### src/rtl/ooo_read_slave.sv
// ooo_read_slave
//   Out-of-order read responder. Accepts AR requests (one outstanding request
//   per ID) and answers each with a single R beat. In RANDOM mode the LFSR
//   chooses both the delay before each response and the ID search start
//   point. With RANDOM = 0 there is no delay and the lowest pending ID goes
//   first. Response data is ID + DATA_OFFSET.
//
// Ports
//   clk          clock, rising edge
//   rst_n        asynchronous active-low reset
//   s_arid_i     request ID
//   s_arvalid_i  request valid
//   s_arready_o  request ready; low while s_arid_i is already outstanding
//   s_rdata_o    response data (registered)
//   s_rid_o      response ID (registered)
//   s_rvalid_o   response valid (registered)
//   s_rready_i   response ready
//   pend_cnt_o   number of outstanding IDs (registered)
//
// state      | meaning
// -----------+-----------------------------------------------------------
// ST_IDLE    | no response in flight; leave as soon as any ID is pending
// ST_WAIT    | count down the response delay, then pick a pending ID
// ST_SEND    | R beat presented; hold until s_rready_i
module ooo_read_slave #(
    parameter int unsigned DATA_WIDTH  = 8,
    parameter int unsigned ID_WIDTH    = 4,
    parameter int unsigned DATA_OFFSET = 10,
    parameter int unsigned DELAY_BITS  = 2,
    parameter int          RANDOM      = 1,
    parameter logic [15:0] LFSR_SEED   = 16'hACE1
) (
    input  logic                  clk,
    input  logic                  rst_n,
    input  logic [ID_WIDTH-1:0]   s_arid_i,
    input  logic                  s_arvalid_i,
    output logic                  s_arready_o,
    output logic [DATA_WIDTH-1:0] s_rdata_o,
    output logic [ID_WIDTH-1:0]   s_rid_o,
    output logic                  s_rvalid_o,
    input  logic                  s_rready_i,
    output logic [ID_WIDTH:0]     pend_cnt_o
);

    localparam int N_ID = 1 << ID_WIDTH;
    // An all-zero Fibonacci LFSR would lock up.
    localparam logic [15:0] SEED = (LFSR_SEED == 16'h0000) ? 16'h0001 : LFSR_SEED;

    typedef enum logic [1:0] {
        ST_IDLE,
        ST_WAIT,
        ST_SEND
    } state_t;

    state_t                state_q, state_d;
    logic [DELAY_BITS-1:0] cnt_q, cnt_d;
    logic [N_ID-1:0]       pend_q, pend_nxt;
    logic [ID_WIDTH:0]     pend_cnt_q;
    logic [ID_WIDTH-1:0]   rid_q;
    logic [DATA_WIDTH-1:0] rdata_q;
    logic [15:0]           lfsr_q;
    logic                  lfsr_fb;

    logic                  ar_hs;
    logic                  r_hs;
    logic                  load_sel;
    logic [ID_WIDTH-1:0]   search_start;
    logic [DELAY_BITS-1:0] delay_load;
    logic [ID_WIDTH-1:0]   probe;
    logic [ID_WIDTH-1:0]   sel_id;
    logic                  sel_found;

    assign s_arready_o = !pend_q[s_arid_i];
    assign ar_hs       = s_arvalid_i && s_arready_o;
    assign r_hs        = (state_q == ST_SEND) && s_rready_i;

    // Taps 16,14,13,11.
    assign lfsr_fb = lfsr_q[15] ^ lfsr_q[13] ^ lfsr_q[12] ^ lfsr_q[10];

    assign search_start = (RANDOM != 0) ? lfsr_q[ID_WIDTH+7:8]    : '0;
    assign delay_load   = (RANDOM != 0) ? lfsr_q[DELAY_BITS-1:0] : '0;

    // First pending ID at or after search_start, wrapping around.
    always_comb begin
        sel_id    = '0;
        sel_found = 1'b0;
        probe     = '0;
        for (int i = 0; i < N_ID; i++) begin
            probe = search_start + ID_WIDTH'(i);
            if (!sel_found && pend_q[probe]) begin
                sel_id    = probe;
                sel_found = 1'b1;
            end
        end
    end

    always_comb begin
        state_d  = state_q;
        cnt_d    = cnt_q;
        load_sel = 1'b0;
        case (state_q)
            ST_IDLE: begin
                if (|pend_q) begin
                    state_d = ST_WAIT;
                    cnt_d   = delay_load;
                end
            end
            ST_WAIT: begin
                if (cnt_q != '0) begin
                    cnt_d = cnt_q - 1'b1;
                end else begin
                    // pend_q cannot be empty here: bits only clear in ST_SEND.
                    load_sel = 1'b1;
                    state_d  = ST_SEND;
                end
            end
            ST_SEND: begin
                if (s_rready_i) begin
                    state_d = ST_IDLE;
                end
            end
            default: state_d = ST_IDLE;
        endcase
    end

    // The R-side ID is pending, so it can never equal an accepted AR ID.
    always_comb begin
        pend_nxt = pend_q;
        if (r_hs) begin
            pend_nxt[rid_q] = 1'b0;
        end
        if (ar_hs) begin
            pend_nxt[s_arid_i] = 1'b1;
        end
    end

    always_ff @(posedge clk or negedge rst_n) begin
        if (!rst_n) begin
            state_q    <= ST_IDLE;
            cnt_q      <= '0;
            pend_q     <= '0;
            pend_cnt_q <= '0;
            rid_q      <= '0;
            rdata_q    <= '0;
            lfsr_q     <= SEED;
        end else begin
            state_q <= state_d;
            cnt_q   <= cnt_d;
            pend_q  <= pend_nxt;
            lfsr_q  <= {lfsr_q[14:0], lfsr_fb};
            if (load_sel) begin
                rid_q   <= sel_id;
                rdata_q <= DATA_WIDTH'(sel_id) + DATA_WIDTH'(DATA_OFFSET);
            end
            case ({ar_hs, r_hs})
                2'b10:   pend_cnt_q <= pend_cnt_q + 1'b1;
                2'b01:   pend_cnt_q <= pend_cnt_q - 1'b1;
                default: pend_cnt_q <= pend_cnt_q;
            endcase
        end
    end

    assign s_rvalid_o = (state_q == ST_SEND);
    assign s_rid_o    = rid_q;
    assign s_rdata_o  = rdata_q;
    assign pend_cnt_o = pend_cnt_q;

endmodule

### config.mk
export PLATFORM = sky130hd
export DESIGN_NAME = ooo_read_slave
export DESIGN_NICKNAME = d
export VERILOG_FILES = /design/src/rtl/ooo_read_slave.sv
export SDC_FILE = /design/constraint.sdc
export NUM_CORES = 1
export LEC_CHECK = 0
export ABC_CLOCK_PERIOD_IN_PS = 5200
export CAP_MARGIN = 5
export CORE_AREA = 2 2 140 142
export DETAILED_ROUTE_END_ITERATION = 8
export DIE_AREA = 0 0 142 144
export PLACE_DENSITY = 0.45
export REMOVE_ABC_BUFFERS = 1
export SYNTH_ARGS = -nofsm -noshare
export SYNTH_HDL_FRONTEND = slang
export SYNTH_SLANG_ARGS = --single-unit
### constraint.sdc
create_clock -name clk -period 5.2 [get_ports clk]
set_input_delay 1.04 -clock clk [delete_from_list [all_inputs] [get_ports clk]]
set_output_delay 1.04 -clock clk [all_outputs]
set_load 0.005 [all_outputs]
* After elaboration in Yosys (flattened, before gate mapping)
Cells that the tools add are included.
Cells by class: bitwise logic cells 6, $add $sub $neg 19, equal/unequal tests 8, $lt $le $gt $ge 20, muxes and demuxes 81, reductions and logical operators 42
Operators by type and width (count):
- < comparator 4 x 5 -> 1 bit, second input constant | 18
- binary-select mux 1 bit (select 4 bit) | 17
- two-way mux 4 bit | 16
- two-way mux 1 bit | 36
- adder 4 bit, second input constant | 8
- two-way mux 16 bit | 2
- logical AND 1 bit | 19
- adder 4 x 3 -> 4 bit, second input constant | 4
- AND 16 bit | 1
- zero test 1 bit | 16
- inverter 16 bit | 1
- bitwise OR 16 bit | 1
- OR reduction 16 bit | 1
- two-way mux 2 bit | 5
- case mux 5 bit (2 select lines) | 1
- adder 4 x 2 -> 4 bit, second input constant | 2
- demux 1 bit (select 4 bit) | 2
- greater-or-equal comparator 4 x 1 -> 1 bit, second input constant | 2
- != test 2 bit, second input constant | 3
- case mux 2 bit (3 select lines) | 1
- AND reduction 3 bit | 2
- nonzero test 2 bit | 3
- adder 4 x 4 -> 5 bit, second input constant | 1
- adder 5 x 1 -> 5 bit, second input constant | 1
- other kinds (9) | 13
Storage, ports and cells: logic and storage cells 183, bits of input ports 8, output and inout bits 19, register bits 53

* Depth between registers and ports, before layout
Gate-level depths: netlist (run 1).
depth after elaboration 49, mapped depth 22, depth with buffers taken out 15

* Least setup slack after synthesis (run 1)
Ideal clock, no wire load.
path type reg-to-reg, start register lfsr_q[9], end register rdata_q[2], in the netlist s_rdata_o[2], arrival time 5.580 ns, buffers on the path 7, library setup time 0.125 ns, clock period less this slack 5.705 ns, stages on the path, launching flop included 21, required time 5.075 ns, path slack -0.505 ns, path through dfrtp_1 > buf_2 > buf_1 > buf_1 > inv_1 > ha_1 > buf_4 > buf_2 > mux4_2 > mux4_2 > or3_1 > or4b_1 > buf_2 > buf_6 > a31o_1 > a2111oi_2 > a31oi_1 > a22oi_2 > inv_1 > ha_1 > mux2_2
On the way: word-level cells in the longest chain between the ends 49, elaborated cells between the ends (all ways) 109, classes of those cells add/sub: 16; mux: 63; reduce/logical: 30
Ends and longest elaborated chain:
- from (decl) | RTL line 61 | logic [15:0] lfsr_q;
- from (signal assigned) | RTL line 150 | lfsr_q <= {lfsr_q[14:0], lfsr_fb};
- branches (longest 47 deep; another with adder 4 x 1 -> 4 bit)
- two-way mux 4 bit (*) | RTL line 90 | if (!sel_found && pend_q[probe]) begin
- adder 4 x 4 -> 5 bit (*) | RTL line 153 | rdata_q <= DATA_WIDTH'(sel_id) + DATA_WIDTH'(DATA_OFFSET);
- to (signal assigned) | RTL line 153
- to (decl) | RTL line 60 | logic [DATA_WIDTH-1:0] rdata_q;
Mark *: on every way between the ends. The select of a mux whose other input is x is not followed. A chain may end at the register's enable or synchronous reset.

* Final worst setup path (run 1)
Ends and elaborated chain as after synthesis.

==> flow_metrics.env, run 1 <==
export IMPL_via_per_inst=5.40
export IMPL_die_w_um=142
export IMPL_tightestPinTransition_ns=1.09
export IMPL_place_ws_ns=0.267
export IMPL_reg2reg_slack_ns=0.29
export IMPL_hold_viol=0
export IMPL_syn_inst=493
export IMPL_yosys_cell_types_count=67
export IMPL_initial_core_util_pct=24.3
export IMPL_layout_nets=531
export IMPL_cp_num_buf_inv=2
export IMPL_wl_per_cell_um=18.9
export IMPL_htreeDepth=2
export IMPL_cts_setup_buffers=0
export IMPL_worstPathArrival_ns=5.08
export IMPL_path_max_fanout=15
export IMPL_setup_ws_ns=0.293
export IMPL_final_cells=748
export IMPL_cts_sinks=49
export IMPL_numPlacedInstances=740
export IMPL_rsz0062_at_grt="no"
export IMPL_crit_family="multiplexers"
export IMPL_core_area_um2=19100
export IMPL_path_class="register to register"
export IMPL_antenna_found_initial=0
export IMPL_synth_seq_cells=49
export IMPL_finClkSkew_ns=0.00522
export IMPL_synth_area_per_cell_um2=9.40
export IMPL_status="completed"
export IMPL_yosysTopAreaCell="dfrtp_1"
export IMPL_synth_ff_type="dfrtp_1"
export IMPL_grt_pass1_wl_mm=22.5
export IMPL_grt_pass1_vias=4000
export IMPL_rows=51
export IMPL_design_die_area_um2=20400
export IMPL_numPortBuffers=23
export IMPL_yosysWarnings=0
export IMPL_die_y_um=144
export IMPL_worstSkewPairLatency_ns=0.29
export IMPL_r2r_start="lfsr_q[9]$_DFF_PN0_"
export IMPL_cts_tree="yes"
export IMPL_cp_start_kind="register"
export IMPL_dpl_hpwl_mm=10.7
export IMPL_hold_path_class="register to register"
export IMPL_powerDensity_nw_per_um2=469
export IMPL_r2r_end="s_rdata_o[2]$_DFFE_PN0P_"
export IMPL_slowest_delay_ns=0.82
export IMPL_worstSetupEndpointType="register"
export IMPL_fin_crit_ns=4.91
export IMPL_drc=0
export IMPL_power_leakage_nw=2.02
export IMPL_ant_nets=0
export IMPL_track_usage_pct=14.1
export IMPL_synth_area_um2=4630
export IMPL_irDropWorstVdd_v=0.000225
export IMPL_reg2regPathDepth=13
export IMPL_crit_path_top_delay_cell="or4b_1"
export IMPL_cts_buffers=5
export IMPL_hold_path_depth=0
export IMPL_holdCritStartpoint="lfsr_q[3]$_DFF_PN0_"
export IMPL_max_freq_mhz=204
export IMPL_clockBufferDepth=2
export IMPL_hold_end="lfsr_q[4]$_DFF_PN0_"
export IMPL_nFillCells=1961
export IMPL_drt_total_wl_mm=14.1
export IMPL_first_iter_violations=384
export IMPL_drive_above_1_share_pct=19.4
export IMPL_place_congestion=0.959
export IMPL_clockRootBuffer="clkbuf_16"
export IMPL_clkTransAtPathRegs_ns=0.06
export IMPL_ys_async_sr_fraction_pct=100
export IMPL_vias=4040
export IMPL_ys_top_cells_by_area="dfrtp_1 22%, mux4_2 16%, mux2i_1 7.3%"
export IMPL_diodes=0
export IMPL_cap_violations=0
export IMPL_setup_viol=0
export IMPL_slew_viol_final=0
export IMPL_slew_limit_headroom_pct=27.7
export IMPL_crit_chain="inv_1 > ha_1 > mux4_2 > mux4_2 > or3_1 > or4b_1 > a31o_1 > a2111oi_2 > a31oi_1 > a22oi_2 > inv_1 > ha_1 > mux2_2"
export IMPL_ctsResizeCount=0
export IMPL_synth_edf_count=0
export IMPL_grt_max_degree=50
export IMPL_grt_overflow_total=0
export IMPL_seq_area_frac_synth_pct=26.7
export IMPL_finish_utilization_pct=28.0
export IMPL_period_share_pct=94.4
export IMPL_synth_top_area_share_pct=22.2
export IMPL_ios=27
export IMPL_required_ns=5.37
export IMPL_cts_hold_buf=0
export IMPL_drtPass1Iterations=5
export IMPL_syn2layout_area_growth_pct=15.2
export IMPL_tns_ns=0
==> flip-flops by register name, indices dropped and copies added, names as in the netlist <==
name / cells
cnt_q: 2
pend_q: 16
state_q: 2
lfsr_q: 16
pend_cnt_o: 5
s_rdata_o: 4
s_rid_o: 4
==> placed cells by master, fill, tap and decap left out, types with 7 or more instances in the layout <==
| master | n |
|---|---|
| nor4_1 | 7 |
| a21oi_1 | 20 |
| nand2b_1 | 10 |
| nor2_1 | 29 |
| xor2_1 | 11 |
| nand2_1 | 31 |
| buf_4 | 24 |
| dfrtp_1 | 41 |
| mux2i_1 | 34 |
| mux4_2 | 32 |
| dfstp_2 | 8 |
| mux2_2 | 14 |
| nand3_1 | 16 |
| ha_1 | 12 |
| xnor2_1 | 8 |
| o211ai_1 | 7 |
| nor3_1 | 8 |
| inv_1 | 27 |
| clkdlybuf4s50_1 | 22 |
| nor2b_1 | 9 |
| o21ai_0 | 46 |
==> synth_stat cells, drive strengths merged, types with 10 or more instances <==
library cell   n
ha            13
mux2          14
clkbuf        20
inv           28
nand2b        10
nand2         31
mux2i         34
xor2          11
buf           21
a21oi         20
o21ai         50
nor2          29
dfrtp         41
nand3         16
mux4          32
==> logic make-up (layout without fill, tap and decap cells) <==
group | after synthesis | in the layout | share of synthesized area [%]
DFF | 49 | 49 | 26.7
adders and majority gates | 14 | 14 | 3.94
AOI/OAI and AO/OA | 123 | 123 | 17.3
buffers and inverters | 69 | 84 | 6.56
and+or+nand+nor | 138 | 138 | 15.5
xor gates and xnor gates | 19 | 19 | 3.59
muxes | 80 | 80 | 26.3
other | 1 | 3 | 0.0810
==> worst max-delay path by stage <==
stage                         from  slack, ns                       end  cells after the start
4_1_cts        lfsr_q[9]$_DFF_PN0_       0.25  s_rdata_o[2]$_DFFE_PN0P_                     14
2_1_floorplan  lfsr_q[8]$_DFF_PN0_      -0.82  s_rdata_o[2]$_DFFE_PN0P_                     13
6_report       lfsr_q[9]$_DFF_PN0_       0.29  s_rdata_o[2]$_DFFE_PN0P_                     13
5_1_grt        lfsr_q[8]$_DFF_PN0_       0.03  s_rdata_o[2]$_DFFE_PN0P_                     15
3_5_place_dp   lfsr_q[9]$_DFF_PN0_       0.27  s_rdata_o[2]$_DFFE_PN0P_                     14
3_3_place_gp   lfsr_q[9]$_DFF_PN0_       0.35  s_rdata_o[2]$_DFFE_PN0P_                     14
==> metrics by stage <==
stage / area, µm² / hold WS [ns] / total power, mW
after global routing: 5330 / 0.360 / 2.69
after CTS: 5330 / 0.351 / 2.51
final: 5330 / 0.348 / 2.50
after detailed placement: 5150 / 0.335 / 2.11
after floorplan: 4440 / 0.331 / 1.55
after global placement: 5150 / 0.332 / 2.11
==> power breakdown <==
| part | switching (mW) | internal, mW |
|---|---|---|
| registers | 0.240 | 0.503 |
| clock network | 0.139 | 0.240 |
| logic | 0.724 | 0.656 |
| total | 1.10 | 1.40 |
==> worst register-to-register path, cell delays in order (launching register included) <==
cell and delay [ns]:
dfrtp_1 0.36, inv_1 0.06, ha_1 0.42, mux4_2 0.62
mux4_2 0.59, or3_1 0.42, or4b_1 0.82, a31o_1 0.31
a2111oi_2 0.21, a31oi_1 0.09, a22oi_2 0.27, inv_1 0.07
ha_1 0.28, mux2_2 0.26
==> cell type report <==
cell class / count / area [µm²] / share of cell area, %
clock buffers: 6 / 139 / 2.60
clock inverters: 2 / 37.5 / 0.704
inverters: 28 / 105 / 1.97
multi-input cells: 377 / 3100 / 58.2
flip-flops and latches: 49 / 1240 / 23.2
well taps: 238 / 298 / 5.58
repair buffers: 48 / 417 / 7.81
==> per-layer routing <==
metal  share of wire [%]  global-route usage (%)
met5                   0                       0
met3                 4.5                    1.72
met1                  44                    18.3
met2                  46                    22.8
met4                 5.5                    7.74
(Power assumes the default switching activity.)
==> run 2, diff against run 1 <==
--- a/config.mk
+++ b/config.mk
@@ -8,6 +8,7 @@
 export ABC_CLOCK_PERIOD_IN_PS = 5200
 export CAP_MARGIN = 5
 export CORE_AREA = 2 2 140 142
+export CTS_CLUSTER_DIAMETER = 200
 export DETAILED_ROUTE_END_ITERATION = 8
 export DIE_AREA = 0 0 142 144
 export PLACE_DENSITY = 0.45
==> results of run 2 <==
The final DEF is identical to that of run 1; final timing and power are the same.
==> run 3, diff against run 2 <==
--- a/config.mk
+++ b/config.mk
@@ -13,6 +13,7 @@
 export DIE_AREA = 0 0 142 144
 export PLACE_DENSITY = 0.45
 export REMOVE_ABC_BUFFERS = 1
+export SLEW_MARGIN = 20
 export SYNTH_ARGS = -nofsm -noshare
 export SYNTH_HDL_FRONTEND = slang
 export SYNTH_SLANG_ARGS = --single-unit
==> flow_metrics.env, run 3 (synthesis gave the netlist of run 1 again) <==
export IMPL_drive_above_1_share_pct=19.6
export IMPL_drc=1
export IMPL_slew_limit_headroom_pct=55.4
export IMPL_fin_crit_ns=4.76
export IMPL_vias=4076
export IMPL_tightestPinTransition_ns=0.667
export IMPL_slew_viol_final=0
export IMPL_required_ns=5.38
export IMPL_ios=27
export IMPL_grt_overflow_total=0
export IMPL_drt_total_wl_mm=14.2
export IMPL_irDropWorstVdd_v=0.000254
export IMPL_whs_ns=0.348
export IMPL_period_share_pct=91.5
export IMPL_final_cell_mix="46 x o21ai_0, 41 x dfrtp_1, 34 x mux2i_1, 32 x mux4_2, 31 x nand2_1"
export IMPL_multiInputGateArea_um2=3110
export IMPL_numPortBuffers=23
export IMPL_place_congestion=0.959
export IMPL_finClkSkew_ns=0.00529
export IMPL_setup_viol=0
export IMPL_htreeDepth=2
export IMPL_ff_latch_area_um2=1240
export IMPL_nFillCells=1989
export IMPL_cts_setup_buffers=0
export IMPL_powerDensity_nw_per_um2=466
export IMPL_path_class="register to register"
export IMPL_antenna_found_initial=0
export IMPL_final_cells=749
export IMPL_violations="DRC"
export IMPL_track_usage_pct=14.1
export IMPL_cts_sinks=49
export IMPL_cts_buffers=5
export IMPL_syn2layout_area_growth_pct=15.4
export IMPL_path_common_cell="ha_1"
export IMPL_cap_violations=0
export IMPL_slowest_delay_ns=0.68
export IMPL_wl_per_cell_um=19.0
export IMPL_grt_pass1_vias=4084
export IMPL_grt_max_degree=35
export IMPL_initial_core_util_pct=24.3
export IMPL_path_max_fanout=34
export IMPL_crit_chain="buf_4 > ha_1 > a21boi_0 > nor2_1 > mux4_2 > or3_1 > or4b_4 > a31o_1 > a2111oi_2 > a31oi_1 > a22oi_2 > inv_1 > ha_1 > mux2_2"
export IMPL_r2r_start="lfsr_q[9]$_DFF_PN0_"
export IMPL_core_area_um2=19100
export IMPL_r2r_end="s_rdata_o[2]$_DFFE_PN0P_"
export IMPL_hold_path_class="register to register"
export IMPL_status="complete, but fails checks"
export IMPL_design_die_area_um2=20400
export IMPL_numPlacedInstances=741
export IMPL_via_per_inst=5.44
export IMPL_hold_path_depth=0
export IMPL_max_freq_mhz=210
export IMPL_clockBufferDepth=2
export IMPL_drtPass1Iterations=7
export IMPL_first_iter_violations=524
export IMPL_worstSetupEndpointType="register"
export IMPL_hold_viol=0
export IMPL_reg2reg_slack_ns=0.44
export IMPL_cp_num_buf_inv=2
export IMPL_diodes=0
export IMPL_die_y_um=144
export IMPL_dpl_hpwl_mm=10.8
export IMPL_hold_end="lfsr_q[3]$_DFF_PN0_"
export IMPL_clockRootBuffer="clkbuf_16"
export IMPL_rows=51
export IMPL_crit_path_top_delay_cell="or4b_4"
export IMPL_layout_nets=532
export IMPL_ant_nets=0
export IMPL_die_w_um=142
export IMPL_reg2regPathDepth=14
export IMPL_power_leakage_nw=2.02
export IMPL_holdCritStartpoint="lfsr_q[2]$_DFF_PN0_"
export IMPL_worstPathArrival_ns=4.93
export IMPL_rsz0062_at_grt="no"
export IMPL_cts_tree="yes"
export IMPL_cp_start_kind="register"
export IMPL_clkTransAtPathRegs_ns=0.06
export IMPL_tns_ns=0
export IMPL_mostFrequentLayoutCell="o21ai_0"
export IMPL_worstSkewPairLatency_ns=0.29
export IMPL_grt_pass1_wl_mm=22.7
export IMPL_cts_hold_buf=0
export IMPL_crit_family="simple AND/OR/NAND/NOR gates"
-- run 3: how the worst max path moves through the flow --
stage | from | to | depth (start not counted)
after global placement | lfsr_q[9]$_DFF_PN0_ | s_rdata_o[2]$_DFFE_PN0P_ | 14
final | lfsr_q[9]$_DFF_PN0_ | s_rdata_o[2]$_DFFE_PN0P_ | 14
after global routing | lfsr_q[9]$_DFF_PN0_ | s_rdata_o[2]$_DFFE_PN0P_ | 14
after CTS | lfsr_q[10]$_DFF_PN1_ | s_rdata_o[2]$_DFFE_PN0P_ | 14
after detailed placement | lfsr_q[9]$_DFF_PN0_ | s_rdata_o[2]$_DFFE_PN0P_ | 14
after floorplan | lfsr_q[8]$_DFF_PN0_ | s_rdata_o[2]$_DFFE_PN0P_ | 13
-- run 3: layer usage --
| layer | GRT usage [%] | part of all wire [%] | up-vias |
|---|---|---|---|
| met3 | 1.66 | 4.9 | 39 |
| met5 | 0 | 0 | - |
| met1 | 18.4 | 44 | 1993 |
| met2 | 23.3 | 47 | 173 |
| met4 | 7.16 | 4.4 | 0 |
| li1 | - | - | 1871 |
-- run 3: final cells by class --
class | instances | share of cell area [%]
clock buffers | 5 | 2.34
clock inverters | 3 | 0.773
inverters | 28 | 1.97
multi-input cells | 377 | 58.1
flip-flops and latches | 49 | 23.1
well taps | 238 | 5.57
repair buffers | 49 | 8.10
-- run 3: timing repair --
action,CTS,global route
endpoints found under the hold margin,0,0
setup endpoints to repair,0,1
gates resized for setup,0,2
-- run 3: report_power, final --
part           internal, mW  switching, mW  leakage [nW]  total, mW
Sequential            0.503          0.242         0.585      0.745
Clock                 0.225          0.140        0.0775      0.365
Combinational         0.659          0.724          1.36       1.38
-- run 3: through the flow --
stage / total power, mW / worst slack [ns] / instance area (µm²) / utilization [%]
floorplan: 1.55 / -0.817 / 4440 / -
global placement: 2.11 / 0.354 / 5150 / 27.0
detailed placement: 2.11 / 0.244 / 5170 / 27.1
CTS: 2.50 / 0.215 / 5340 / 28.0
global route: 2.68 / 0.170 / 5340 / 28.0
finish: 2.49 / 0.441 / 5340 / 28.0
-- run 3: worst register-to-register path, delay by kind of cell, from the launching register on --
family,cells,cell delay (ns)
AND/OR/NAND/NOR,3,1.34
AO/OA/AOI/OAI,5,1.32
multiplexers,2,0.69
adder cells (fa/ha/maj),2,0.59
flip-flops,1,0.37
buffers and inverters,2,0.34
